$ cat src/rtl/instr_sequencer_pkg.sv
// Shared definitions for the instruction sequencer: unit indices, opcodes,
// FSM state encodings and instruction classes used by decoder and FSM.
package instr_sequencer_pkg;

    localparam int DEFAULT_DATA_WIDTH = 8;
    localparam int DEFAULT_UNIT_W     = 6;

    // Bus unit indices; 6 and 7 do not name a unit.
    localparam logic [2:0] U_MEM = 3'd0;
    localparam logic [2:0] U_AR  = 3'd1;
    localparam logic [2:0] U_DR0 = 3'd2;
    localparam logic [2:0] U_DR1 = 3'd3;
    localparam logic [2:0] U_ALU = 3'd4;
    localparam logic [2:0] U_PC  = 3'd5;

    localparam logic [1:0] OP_MOV = 2'b00;
    localparam logic [1:0] OP_LDI = 2'b01;
    localparam logic [1:0] OP_ALU = 2'b10;
    localparam logic [1:0] OP_SYS = 2'b11;

    localparam logic [7:0] HALT_CODE = 8'hC0;

    typedef enum logic [3:0] {
        S_RST,
        S_FETCH,
        S_DECODE,
        S_XFER,
        S_IMM,
        S_MEMRD,
        S_MEMWR,
        S_ALU,
        S_HALT
    } state_t;

    // What the execute phase of an instruction looks like.
    // C_NOP covers every instruction that goes straight back to fetch.
    typedef enum logic [2:0] {
        C_NOP,
        C_XFER,
        C_IMM,
        C_MEMRD,
        C_MEMWR,
        C_ALU,
        C_HALT
    } instr_class_t;

    function automatic logic unit_valid(input logic [2:0] idx);
        return idx <= U_PC;
    endfunction

endpackage

$ cat src/rtl/instr_sequencer_decoder.sv
// Combinational instruction decoder: IR -> execute class, one-hot
// source/destination unit selects and a legal flag.
// Ports: i_ir (instruction register), o_class, o_src_onehot, o_dst_onehot,
//        o_legal (instruction has an execute phase).
module instr_sequencer_decoder
    import instr_sequencer_pkg::*;
#(
    parameter int DATA_WIDTH = DEFAULT_DATA_WIDTH,
    parameter int UNIT_W     = DEFAULT_UNIT_W
) (
    input  logic [DATA_WIDTH-1:0] i_ir,
    output instr_class_t          o_class,
    output logic [UNIT_W-1:0]     o_src_onehot,
    output logic [UNIT_W-1:0]     o_dst_onehot,
    output logic                  o_legal
);

    logic [1:0] op;
    logic [2:0] src;
    logic [2:0] dst;
    logic       src_ok;
    logic       dst_ok;
    logic       dst_writable;

    assign op  = i_ir[7:6];
    assign src = i_ir[5:3];
    assign dst = i_ir[2:0];

    assign src_ok = unit_valid(src);
    assign dst_ok = unit_valid(dst);

    // LDI and ALU results cannot land in memory or the ALU itself.
    assign dst_writable = dst_ok && (dst != U_MEM) && (dst != U_ALU);

    assign o_src_onehot = src_ok ? (UNIT_W'(1) << src) : '0;
    assign o_dst_onehot = dst_ok ? (UNIT_W'(1) << dst) : '0;

    always_comb begin
        o_class = C_NOP;
        unique case (op)
            OP_MOV: begin
                // src == dst also removes MEM->MEM.
                if (src_ok && dst_ok && (src != dst)) begin
                    if (src == U_MEM) begin
                        o_class = C_MEMRD;
                    end else if (dst == U_MEM) begin
                        o_class = C_MEMWR;
                    end else begin
                        o_class = C_XFER;
                    end
                end
            end
            OP_LDI: begin
                if (dst_writable) begin
                    o_class = C_IMM;
                end
            end
            OP_ALU: begin
                if (dst_writable) begin
                    o_class = C_ALU;
                end
            end
            default: begin
                if (i_ir[7:0] == HALT_CODE) begin
                    o_class = C_HALT;
                end
            end
        endcase
    end

    assign o_legal = (o_class != C_NOP);

endmodule

$ cat src/rtl/instr_sequencer.sv
// Fetch/decode/execute controller: fetches one instruction byte, latches it
// into IR and sequences the one-hot unit enables that move one value per
// instruction across the shared data bus.
// Ports: clk, rst_n (sync, active-low); i_data, i_mem_ready from memory;
//        o_mem_rd/o_mem_wr/o_mem_addr_source to memory; o_pc_counter_en;
//        o_unit_reg_input_en/o_unit_reg_output_en/o_unit_alu_output_en
//        (one-hot bus dest/src); o_alu_func, o_ir, o_halted.
module instr_sequencer
    import instr_sequencer_pkg::*;
#(
    parameter int DATA_WIDTH = DEFAULT_DATA_WIDTH,
    parameter int UNIT_W     = DEFAULT_UNIT_W
) (
    input  logic                  clk,
    input  logic                  rst_n,
    input  logic [DATA_WIDTH-1:0] i_data,
    input  logic                  i_mem_ready,
    output logic                  o_mem_rd,
    output logic                  o_mem_wr,
    output logic                  o_mem_addr_source,
    output logic                  o_pc_counter_en,
    output logic [UNIT_W-1:0]     o_unit_reg_input_en,
    output logic [UNIT_W-1:0]     o_unit_reg_output_en,
    output logic [UNIT_W-1:0]     o_unit_alu_output_en,
    output logic [2:0]            o_alu_func,
    output logic [DATA_WIDTH-1:0] o_ir,
    output logic                  o_halted
);

    localparam logic [UNIT_W-1:0] MEM_OH = UNIT_W'(1) << U_MEM;
    localparam logic [UNIT_W-1:0] ALU_OH = UNIT_W'(1) << U_ALU;

    state_t                state_q;
    state_t                state_d;
    logic [DATA_WIDTH-1:0] ir_q;
    logic [DATA_WIDTH-1:0] ir_d;

    instr_class_t      dec_class;
    logic [UNIT_W-1:0] src_oh;
    logic [UNIT_W-1:0] dst_oh;
    logic              dec_legal;

    logic              mem_rd_c;
    logic              mem_wr_c;
    logic              addr_src_c;
    logic              pc_en_c;
    logic [UNIT_W-1:0] in_en_c;
    logic [UNIT_W-1:0] out_en_c;
    logic [UNIT_W-1:0] alu_en_c;
    logic              halted_c;

    instr_sequencer_decoder #(
        .DATA_WIDTH (DATA_WIDTH),
        .UNIT_W     (UNIT_W)
    ) u_decoder (
        .i_ir         (ir_q),
        .o_class      (dec_class),
        .o_src_onehot (src_oh),
        .o_dst_onehot (dst_oh),
        .o_legal      (dec_legal)
    );

    always_ff @(posedge clk) begin
        if (!rst_n) begin
            state_q <= S_RST;
            ir_q    <= '0;
        end else begin
            state_q <= state_d;
            ir_q    <= ir_d;
        end
    end

    always_comb begin
        state_d    = state_q;
        ir_d       = ir_q;
        mem_rd_c   = 1'b0;
        mem_wr_c   = 1'b0;
        addr_src_c = 1'b0;
        pc_en_c    = 1'b0;
        in_en_c    = '0;
        out_en_c   = '0;
        alu_en_c   = '0;
        halted_c   = 1'b0;

        unique case (state_q)
            S_RST: begin
                state_d = S_FETCH;
            end
            S_FETCH: begin
                mem_rd_c   = 1'b1;
                addr_src_c = 1'b1;
                if (i_mem_ready) begin
                    ir_d    = i_data;
                    pc_en_c = 1'b1;
                    state_d = S_DECODE;
                end
            end
            S_DECODE: begin
                state_d = S_FETCH;
                if (dec_legal) begin
                    unique case (dec_class)
                        C_XFER:  state_d = S_XFER;
                        C_IMM:   state_d = S_IMM;
                        C_MEMRD: state_d = S_MEMRD;
                        C_MEMWR: state_d = S_MEMWR;
                        C_ALU:   state_d = S_ALU;
                        C_HALT:  state_d = S_HALT;
                        default: state_d = S_FETCH;
                    endcase
                end
            end
            S_XFER: begin
                out_en_c = src_oh;
                in_en_c  = dst_oh;
                state_d  = S_FETCH;
            end
            S_IMM: begin
                mem_rd_c   = 1'b1;
                addr_src_c = 1'b1;
                out_en_c   = MEM_OH;
                if (i_mem_ready) begin
                    in_en_c = dst_oh;
                    // Loading PC overrides the increment; never do both.
                    pc_en_c = !dst_oh[U_PC];
                    state_d = S_FETCH;
                end
            end
            S_MEMRD: begin
                mem_rd_c = 1'b1;
                out_en_c = MEM_OH;
                if (i_mem_ready) begin
                    in_en_c = dst_oh;
                    state_d = S_FETCH;
                end
            end
            S_MEMWR: begin
                mem_wr_c = 1'b1;
                out_en_c = src_oh;
                if (i_mem_ready) begin
                    state_d = S_FETCH;
                end
            end
            S_ALU: begin
                out_en_c = ALU_OH;
                alu_en_c = ALU_OH;
                in_en_c  = dst_oh;
                state_d  = S_FETCH;
            end
            S_HALT: begin
                halted_c = 1'b1;
            end
            default: begin
                state_d = S_RST;
            end
        endcase
    end

    // Reset is synchronous, but outputs must go quiet in the very cycle
    // rst_n is low so an in-flight instruction cannot write or count.
    assign o_mem_rd             = rst_n & mem_rd_c;
    assign o_mem_wr             = rst_n & mem_wr_c;
    assign o_mem_addr_source    = rst_n & addr_src_c;
    assign o_pc_counter_en      = rst_n & pc_en_c;
    assign o_unit_reg_input_en  = rst_n ? in_en_c : '0;
    assign o_unit_reg_output_en = rst_n ? out_en_c : '0;
    assign o_unit_alu_output_en = rst_n ? alu_en_c : '0;
    assign o_alu_func           = rst_n ? ir_q[5:3] : 3'b000;
    assign o_ir                 = rst_n ? ir_q : '0;
    assign o_halted             = rst_n & halted_c;

endmodule

$ cat config.mk
export PLATFORM = sky130hd
export DESIGN_NAME = instr_sequencer
export DESIGN_NICKNAME = d
export VERILOG_FILES = /design/src/rtl/instr_sequencer_pkg.sv /design/src/rtl/instr_sequencer_decoder.sv /design/src/rtl/instr_sequencer.sv
export SDC_FILE = /design/constraint.sdc
export NUM_CORES = 1
export LEC_CHECK = 0
export CAP_MARGIN = 5
export CORE_ASPECT_RATIO = 0.9
export CORE_MARGIN = 1.5
export CORE_UTILIZATION = 42
export DETAILED_ROUTE_END_ITERATION = 6
export GPL_TIMING_DRIVEN = 0
export PLACE_DENSITY = 0.82
export SETUP_SLACK_MARGIN = 0.2
export SKIP_CTS_REPAIR_TIMING = 1
export SLEW_MARGIN = 20
export SYNTH_ARGS = -nofsm -noshare
export SYNTH_HDL_FRONTEND = slang
export SYNTH_SLANG_ARGS = --single-unit
$ cat constraint.sdc
create_clock -name clk -period 1.8 [get_ports clk]
set_clock_uncertainty 0.05 [all_clocks]
set_input_delay 0.27 -clock clk [delete_from_list [all_inputs] [get_ports clk]]
set_output_delay 0.27 -clock clk [all_outputs]
set_load 0.05 [all_outputs]
==> results of run 1 <==
worst max-delay path: stages, from the launching register on:
cell and delay (ps):
dfxtp_2 340, buf_6 130, or3_4 420, o21ai_2 170, a32oi_2 90, nor2_4 120, buf_8 150
cells by family (layout without fill, tap and decap cells):
kind of cell           Yosys count  after routing  share of synthesized area [%]
AND/OR/NAND/NOR                 78             78                           42.6
other                            1              5                          0.362
buffers and inverters           22             84                           12.3
XOR/XNOR                         2              2                           1.69
multiplexers                     8              8                           7.73
flip-flops                      12             12                           23.2
AO/OA/AOI/OAI                   21             21                           12.1
how the worst max path moves through the flow:
| stage | from | to | slack [ps] | cells after the start |
|---|---|---|---|---|
| 2_1_floorplan | ir_q[1] | o_pc_counter_en | 30 | 5 |
| 3_3_place_gp | rst_n | o_unit_reg_output_en[1] | -1150 | 6 |
| 3_5_place_dp | rst_n | o_unit_reg_output_en[1] | -1210 | 6 |
| 4_1_cts | rst_n | o_unit_reg_output_en[1] | -1220 | 6 |
| 5_1_grt | ir_q[5] | o_unit_reg_output_en[0] | -260 | 6 |
| 6_report | ir_q[5] | o_unit_reg_output_en[0] | -220 | 6 |
metal layers:
metal  wire (um)  up-vias
li1            -      609
met1        1590      616
met2        1850       76
met3         261       18
met4         141        0
met5           0        -
power by group:
| part | internal [uW] | switching, uW | total [uW] |
|---|---|---|---|
| Clock | 77.8 | 106 | 184 |
| Combinational | 167 | 232 | 400 |
| Sequential | 275 | 9.78 | 285 |
| Total | 521 | 348 | 869 |
state kept, by name (all words and copies together), names as in the netlist:
register	flops
ir_q	8
state_q	4
stage by stage:
stage | instance area, um2 | worst slack (ps) | setup TNS, ps | util [%] | power [uW]
2_1_floorplan | 1290 | 27.9 | 0 | - | 541
3_3_place_gp | 1710 | -1150 | -27290 | 75.8 | 614
3_5_place_dp | 1710 | -1210 | -29050 | 75.8 | 621
4_1_cts | 1740 | -1220 | -27500 | 76.8 | 794
5_1_grt | 1990 | -262 | -1980 | 88.1 | 901
6_report | 1990 | -220 | -1290 | 88.1 | 869
cell type report:
| class | count | area (um2) | area share, % |
|---|---|---|---|
| Buffer | 20 | 175 | 8.79 |
| Multi-Input combinational cell | 114 | 968 | 48.6 |
| Inverter | 2 | 7.51 | 0.377 |
| Clock buffer | 3 | 22.5 | 1.13 |
| Sequential cell | 12 | 256 | 12.9 |
| Tap cell | 27 | 33.8 | 1.70 |
| Timing Repair Buffer | 59 | 528 | 26.5 |
cell usage after synthesis:
| cell type | instances | area, um2 |
|---|---|---|
| conb_1 | 1 | 3.75 |
| nor2_1 | 18 | 67.6 |
| buf_4 | 9 | 67.6 |
| a2bb2oi_1 | 1 | 8.76 |
| dfxtp_1 | 12 | 240 |
| nand3b_1 | 3 | 22.5 |
| mux2i_1 | 8 | 80.1 |
| nand3_1 | 1 | 5.00 |
| xnor2_1 | 1 | 8.76 |
| nor3_1 | 9 | 45.0 |
| clkbuf_1 | 7 | 26.3 |
| nand4b_1 | 1 | 8.76 |
| nor2b_1 | 10 | 62.6 |
| or3b_1 | 1 | 8.76 |
| o21ai_0 | 4 | 20.0 |
| a21oi_1 | 9 | 45.0 |
| buf_2 | 3 | 15.0 |
| xor2_1 | 1 | 8.76 |
| or4_1 | 2 | 15.0 |
| nor4b_1 | 1 | 8.76 |
| or3_1 | 1 | 6.26 |
| nor4_1 | 1 | 6.26 |
| nand2_1 | 11 | 41.3 |
| inv_1 | 2 | 7.51 |
| nand2b_1 | 8 | 50.1 |
| and2_1 | 8 | 50.1 |
| o22ai_1 | 2 | 12.5 |
| nor4_4 | 1 | 21.3 |
| or3_4 | 2 | 22.5 |
| o211ai_1 | 1 | 7.51 |
| a21bo_1 | 1 | 10.0 |
| a31oi_1 | 2 | 12.5 |
| a32oi_1 | 1 | 8.76 |
| buf_6 | 1 | 11.3 |
==> qor.csv, run 1 <==
metric,value,unit
clk buf depth,2,
Antenna diodes,0,
synth unique cells,34,
Pwr Density,436,nW/um2
Yosys reg bits,12,
# port buffers,39,
met2 Resource Use GR,40.5,%
row count,16,
WHS,340,ps
All-Layer GR Usage,22.1,%
Synth Area per Inst,7.19,um2
fin crit period,2020,ps
DR vias/cell,5.57,
Die X,55.4,um
clock slew at reported path FFs,90,ps
Leak,0.000814,uW
total core area,2260,um2
post-synthesis sequential area ratio,23.2,%
number of global-route vias before repair,1109,
outcome,"complete, but fails checks",
fmax,495,MHz
Synth Cell Area,1040,um2
"commonest non-fill, non-tap cell in the layout",buf_4,
share of layout cells above drive strength 1,58.1,%
Crit path required time,1480,ps
Ys Warns,0,
final-stage net count,223,
routed len/inst,16.2,um
Worst Hold End,ir_q[3],
R2R Path End,state_q[3],
cts bufs inserted,3,
worst path arrival time,1700,ps
CP Max Fanout,7,
worst reg2reg path startpoint,ir_q[5],
first-pass GRT wire length,4.90,mm
routed via count,1319,
largest net degree at the start of global routing,11,
RSZ-0062 raised after global routing,true,
final WL,3.84,mm
startpoint types,flop,
r2r setup slk,-170,ps
FILL cells,104,
crit share post-route,112,%
Final ANT Viol Nets,0,
"Clk Latency, worst-skew pair",290,ps
Worst Reg-to-Reg Cells,7,
Worst IR Drop VDD,0.000406,V
router iterations before antenna repair,4,
GRT busiest layer,met2,
Final Max Slew Viols,0,
Crit Path Class,reg2out,
H-Tree Level Count,1,
hold depth,2,
"Setup violations, final",14,
drt drc,0,
clock sinks,12,
failing checks,negative setup slack,
met3 Resource Use GR,5.51,%
Starting Density,45.8,%
min-delay src,rst_n,
max_cap viols,0,
CTS tree,done,
initial antenna violation count,0,
Final HPWL DP,2.16,mm
die area,2770,um2
RePlAce Congestion,0.827,
cell at the root of the clock tree,clkbuf_4,
hold crit path type,in2reg,
P&R area growth vs syn,92.3,%
placed insts,214,
cell count after synthesis,144,
Hold Fails Final Rpt,0,
"Cell Count, Final, Fillers Out",237,
crit end category,output pin,
io pins,45,
Die H,50.1,um
setup ws final,-220,ps
grt ovf,0,
number of DRC markers in iteration 0,36,
met1 Track Usage GR,25.9,%
"commonest non-fill, non-tap cells in the layout","buf_4 (30), buf_6 (22), nor2_4 (11)",
No activity file was read; power rests on OpenSTA's default activity.
==> run 2: changes to the inputs <==
- ABC_AREA: not set -> 1
- PLACE_DENSITY: 0.82 -> 0.79
==> run 2 against run 1 <==
The flow still finishes with violations (negative setup slack). Clock-buffer cell count up 1. Worst hold slack worse by 94 ps. Core utilization down 1.0 points. Fmax up 0.55%. Register-to-register slack better by 230 ps. Synthesized area up 3.7%. Sequential power up 75%. Routed wire length up 13%. Die area up 3.5%. Total power rose to 3.0 times the previous value. Synthesized cell count up 31%. Final cell count up 17%.
==> qor.csv, run 2 <==
metric,value,unit,change
outcome,"complete, but fails checks",,
failing checks,negative setup slack,,
All-Layer GR Usage,23.3,%,+1.2 points
Final HPWL DP,2.66,mm,+23%
"Setup violations, final",15,,+1
"Async S/R FF share, synth",0,%,unchanged
clock slew at reported path FFs,80,ps,about the same
total core area,2450,um2,+8.1%
Die X,56.3,um,+1.8%
setup ws final,-209,ps,+11.0 ps
io pins,45,,unchanged
cts bufs inserted,3,,unchanged
routed via count,1514,,+15%
synth unique cells,22,,-35%
worst reg2reg path startpoint,ir_q[2],,
worst path arrival time,1690,ps,about the same
Crit Path Class,reg2out,,
largest net degree at the start of global routing,11,,unchanged
startpoint types,flop,,
RSZ-0062 raised after global routing,true,,
Critical path destination,o_unit_reg_output_en[0],,
Final Max Slew Viols,0,,unchanged
fin crit period,2010,ps,-11.0 ps
clk buf depth,2,,unchanged
worst-margin pin slew,498,ps,
H-Tree Level Count,1,,unchanged
Antenna diodes,0,,unchanged
Rel. slew slack,66.7,%,
Crit path required time,1480,ps,about the same
biggest regs,"ir_q (8), state_q (4)",,
number of DRC markers in iteration 0,60,,+67%
grt ovf,0,,unchanged
Hold Fails Final Rpt,0,,unchanged
cell at the root of the clock tree,clkbuf_4,,
row count,17,,+1
cell count after synthesis,189,,+31%
Area contributors post-synth,"dfxtp_1 (22%), nand2_1 (14%), inv_1 (10%)",,
most common cell in the synthesized netlist,nand2_1,,
router iterations before antenna repair,4,,unchanged
crit share post-route,112,%,-0.61 points
Worst Reg-to-Reg Cells,14,,+7
routed len/inst,15.5,um,-4.1%
final-stage net count,262,,+17%
crit end category,output pin,,
hold crit path type,in2reg,,
Final ANT Viol Nets,0,,unchanged
CTS tree,done,,
# port buffers,38,,-2.6%
Ys Warns,0,,unchanged
first-pass GRT wire length,5.29,mm,+8.0%
Pwr Density,1230,nW/um2,+180%
max_cap viols,0,,unchanged
Top reg by flops,ir_q,,
post-synthesis sequential area ratio,22.4,%,-0.84 points
DR vias/cell,5.45,,-2.1%
post-synth top area cell,dfxtp_1,,
"commonest non-fill, non-tap cells in the layout","nand2_1 (28), buf_4 (23), inv_1 (18)",,
final WL,4.32,mm,+13%
CP Max Fanout,5,,-2
initial antenna violation count,0,,unchanged
top cell type's share of synthesized area,22.4,%,-0.84 points
top post-synthesis cells by count,"nand2_1 (41), inv_1 (30), nor2_1 (19), a21oi_1 (16), nand3_1 (14)",,
Starting Density,43.9,%,-1.9 points
number of synthesized flops with an enable pin,0,,unchanged
Place WS,-717,ps,+491 ps
Synth Cell Area,1070,um2,+3.7%
Total Power,2630,uW,+200%
drt drc,0,,unchanged
share of layout cells above drive strength 1,60.0,%,+1.9 points
R2R Path End,state_q[0],,
P&R area growth vs syn,98.0,%,
Worst Setup SP,state_q[2],,
Die H,51.0,um,+1.7%
ys flop type,dfxtp_1,,
max reg flops,8,,unchanged
"Clk Latency, worst-skew pair",270,ps,-20 ps
Leak,0.000959,uW,+18%
"commonest non-fill, non-tap cell in the layout",nand2_1,,
r2r setup slk,60,ps,+230 ps
RePlAce Congestion,0.857,,+3.7%
Worst IR Drop VDD,0.00138,V,+240%
Synth Area per Inst,5.69,um2,-21%
Finished Core Util,87.0,%,-1.0 points
Yosys reg bits,12,,unchanged
FILL cells,133,,+28%
number of global-route vias before repair,1166,,+5.1%
die area,2870,um2,+3.5%
fmax,498,MHz,+0.55%
clock sinks,12,,unchanged
[run 2: cell types whose count changed in the layout (fill, tap and decap cells not counted), sizes merged, moves of 9 or more]
cell   delta
buf      -15
nor2b    -10
nand3    +13
nand2    +37
a21oi     +9
inv      +29
[run 2: area by class of cell]
class	instances	area [um2]	area share, %
timing repair buffer	53	488	22.9
sequential	12	272	12.8
clock buffer	4	36.3	1.70
tap	28	35.0	1.65
buffer	14	125	5.88
inverter	36	171	8.05
multi-input combinational	131	1000	47.0
[run 2: worst min-delay path by stage]
stage,from,end,slack (ps),cells past startpoint
6_report,rst_n,ir_q[0],250,3
5_1_grt,rst_n,ir_q[0],260,3
4_1_cts,rst_n,ir_q[0],230,3
3_5_place_dp,state_q[1],state_q[1],480,2
3_3_place_gp,ir_q[0],ir_q[0],470,2
2_1_floorplan,i_data[5],ir_q[5],410,2
[run 2: cell families (layout without fill, tap and decap cells)]
kind of cell	Yosys count	after routing	synth area share [%]
simple gates	95	95	41.0
buf+inv	50	107	20.8
compound gates	30	30	14.7
flops	12	12	22.4
other cells	1	5	0.349
xor+xnor	1	1	0.815
[run 2: where the power goes]
part | switching [uW] | leakage [uW] | internal, uW | total, uW
clock network | 95.9 | 0.0000210 | 123 | 219
logic | 1250 | 0.000833 | 665 | 1910
registers | 138 | 0.000105 | 360 | 498
total | 1480 | 0.000959 | 1150 | 2630
[run 2: metal layers]
layer | track usage (%) | wire length (um) | vias up
met2 | 43.1 | 2210 | 83
met4 | 3.57 | 126 | 0
met5 | 0 | 0 | -
li1 | - | - | 712
met3 | 2.53 | 292 | 16
met1 | 29.7 | 1690 | 703
[run 2: metrics by stage]
| step | setup TNS, ps | std cells | hold slack (ps) | instance area, um2 |
|---|---|---|---|---|
| floorplan | -247 | 193 | 411 | 1350 |
| global placement | -9690 | 259 | 473 | 1760 |
| detailed placement | -10160 | 259 | 482 | 1760 |
| CTS | -16320 | 263 | 228 | 1800 |
| global route | -2930 | 278 | 258 | 2130 |
| finish | -1900 | 278 | 246 | 2130 |
[run 2: worst max-delay path, stage by stage (launching register included)]
cell	delay (ps)
dfxtp_4	400
inv_2	50
nor2_4	130
inv_4	70
nor3_4	190
a21oi_4	70
inv_2	100
nand2_2	70
a21oi_4	150
buf_6	170
==> run 3: changes to the inputs <==
- CORE_UTILIZATION: 42 -> 38
- PLACE_DENSITY: 0.79 -> 0.75
- clock period: 1.8 -> 1.83 ns (I/O delays scaled with it)
==> run 3 against run 2 <==
Via count is 7.4% lower. Global-route usage is 1.3 points lower. Flip-flop and latch count stayed put. The flow still finishes with violations (negative setup slack). Clock power is 6% higher. Routed wire length is 15% lower. Die area is 9.9% higher.
==> qor.csv, run 3 (same netlist as run 2, synthesis figures left out) <==
metric,value,unit,change
outcome,"complete, but fails checks",,
failing checks,negative setup slack,,
drt drc,0,,unchanged
min-delay src,rst_n,,
cts bufs inserted,3,,unchanged
Finished Core Util,71.3,%,-16 points
RSZ-0062 raised after global routing,true,,
setup ws final,-205,ps,+3.73 ps
final WL,3.66,mm,-15%
first-pass GRT wire length,5.20,mm,-1.8%
clock sinks,12,,unchanged
Worst Reg-to-Reg Cells,13,,-1
number of global-route vias before repair,1219,,+4.5%
Final HPWL DP,2.49,mm,-6.4%
RePlAce Congestion,0.828,,-3.4%
Rel. slew slack,66.7,%,about the same
crit end category,output pin,,
"commonest non-fill, non-tap cell in the layout",nand2_1,,
Crit Path Class,reg2out,,
Hold Fails Final Rpt,0,,unchanged
DR vias/cell,4.99,,-8.4%
Leak,0.000874,uW,-8.8%
Final ANT Viol Nets,0,,unchanged
Total Power,2260,uW,-14%
WL met3,183,um,-37%
Top Layer Used,met4,,
clk buf depth,2,,unchanged
Place WS,-726,ps,-9.36 ps
Final Max Slew Viols,0,,unchanged
row count,18,,+1
r2r setup slk,220,ps,+160 ps
met2 WL post-DR,1.97,mm,-11%
fmax,491,MHz,
crit share post-route,111,%,
Pwr Density,1170,nW/um2,-5.6%
Crit path required time,1510,ps,+30 ps
P&R area growth vs syn,80.7,%,
initial antenna violation count,0,,unchanged
post-route cell area,1940,um2,-8.8%
io pins,45,,unchanged
Starting Density,39.4,%,-4.5 points
grt ovf,0,,unchanged
routed via count,1402,,-7.4%
routed len/inst,13.0,um,-16%
Worst IR Drop VDD,0.000604,V,-56%
"Clk Latency, worst-skew pair",300,ps,+30 ps
die area,3160,um2,+9.9%
startpoint types,flop,,
"Setup violations, final",13,,-2
Die X,59.1,um,+4.9%
share of layout cells above drive strength 1,56.0,%,-4.0 points
Antenna diodes,0,,unchanged
# port buffers,38,,unchanged
hold depth,3,,unchanged
"commonest non-fill, non-tap cells in the layout","nand2_1 (32), inv_1 (18), buf_6 (17)",,
Routed met1 length,1.46,mm,-14%
final-stage net count,253,,-3.4%
cell at the root of the clock tree,clkbuf_4,,
Top reg by flops,ir_q,,
number of DRC markers in iteration 0,41,,-32%
All-Layer GR Usage,21.9,%,-1.3 points
clock slew at reported path FFs,90,ps,about the same
CP Max Fanout,7,,+2
worst-margin pin slew,499,ps,+0.695 ps
Die H,53.5,um,+4.8%
CTS tree,done,,
total core area,2730,um2,+11%
max reg flops,8,,unchanged
Placed Area,1760,um2,about the same
post-route setup TNS,-1670,ps,+230 ps
Worst Hold End,ir_q[0],,
fin crit period,2040,ps,
biggest regs,"ir_q (8), state_q (4)",,
worst path arrival time,1710,ps,+20 ps
largest net degree at the start of global routing,11,,unchanged
R2R Path End,state_q[0],,
worst reg2reg path startpoint,ir_q[2],,
max_cap viols,0,,unchanged
hold crit path type,in2reg,,
H-Tree Level Count,1,,unchanged
router iterations before antenna repair,4,,unchanged
run 3: cell count changes in the layout (fill, tap and decap cells not counted), sizes merged:
cell | previous run | this run
buf | 45 | 36
clkinvlp | 5 | 4
inv | 31 | 32
run 3: layout make-up:
cell class	instances	area, um2
well taps	40	50.0
plain buffers	14	121
clock buffers	4	36.3
flip-flops and latches	12	268
multi-input cells	131	902
fillers	227	783
repair buffers	44	404
inverters	36	160
run 3: worst max-delay path, stage by stage (launching register included):
cell     delay [ps]
dfxtp_2         330
buf_8           130
nand2_4         100
inv_1            70
a21oi_2         320
inv_2           120
nand3_2         130
nor2_4           50
buf_6           140
run 3: per-stage QoR:
step           cells  hold slack [ps]
6_report         281              239
3_3_place_gp     271              462
4_1_cts          275              235
2_1_floorplan    193              417
3_5_place_dp     271              476
5_1_grt          281              254
run 3: how the worst max path moves through the flow:
| stage | start | to | slack (ps) |
|---|---|---|---|
| global route | state_q[2] | o_unit_reg_output_en[1] | -260 |
| finish | state_q[0] | o_unit_reg_output_en[1] | -210 |
| CTS | state_q[3] | o_pc_counter_en | -950 |
| detailed placement | i_mem_ready | o_unit_reg_input_en[2] | -730 |
| global placement | i_mem_ready | o_unit_reg_input_en[2] | -730 |
| floorplan | state_q[2] | o_unit_reg_input_en[0] | -80 |
run 3: power by group:
| group | leakage, uW | switching, uW | internal, uW |
|---|---|---|---|
| sequential | 0.000104 | 124 | 353 |
| clock | 0.0000210 | 110 | 121 |
| combinational | 0.000749 | 1050 | 511 |
| total | 0.000874 | 1280 | 985 |
run 3: routing by layer:
| layer | vias to the layer above | GRT usage [%] |
|---|---|---|
| met5 | - | 0 |
| met4 | 0 | 8.33 |
| met3 | 5 | 3.42 |
| met2 | 49 | 38.1 |
| met1 | 664 | 27.0 |
| li1 | 684 | - |
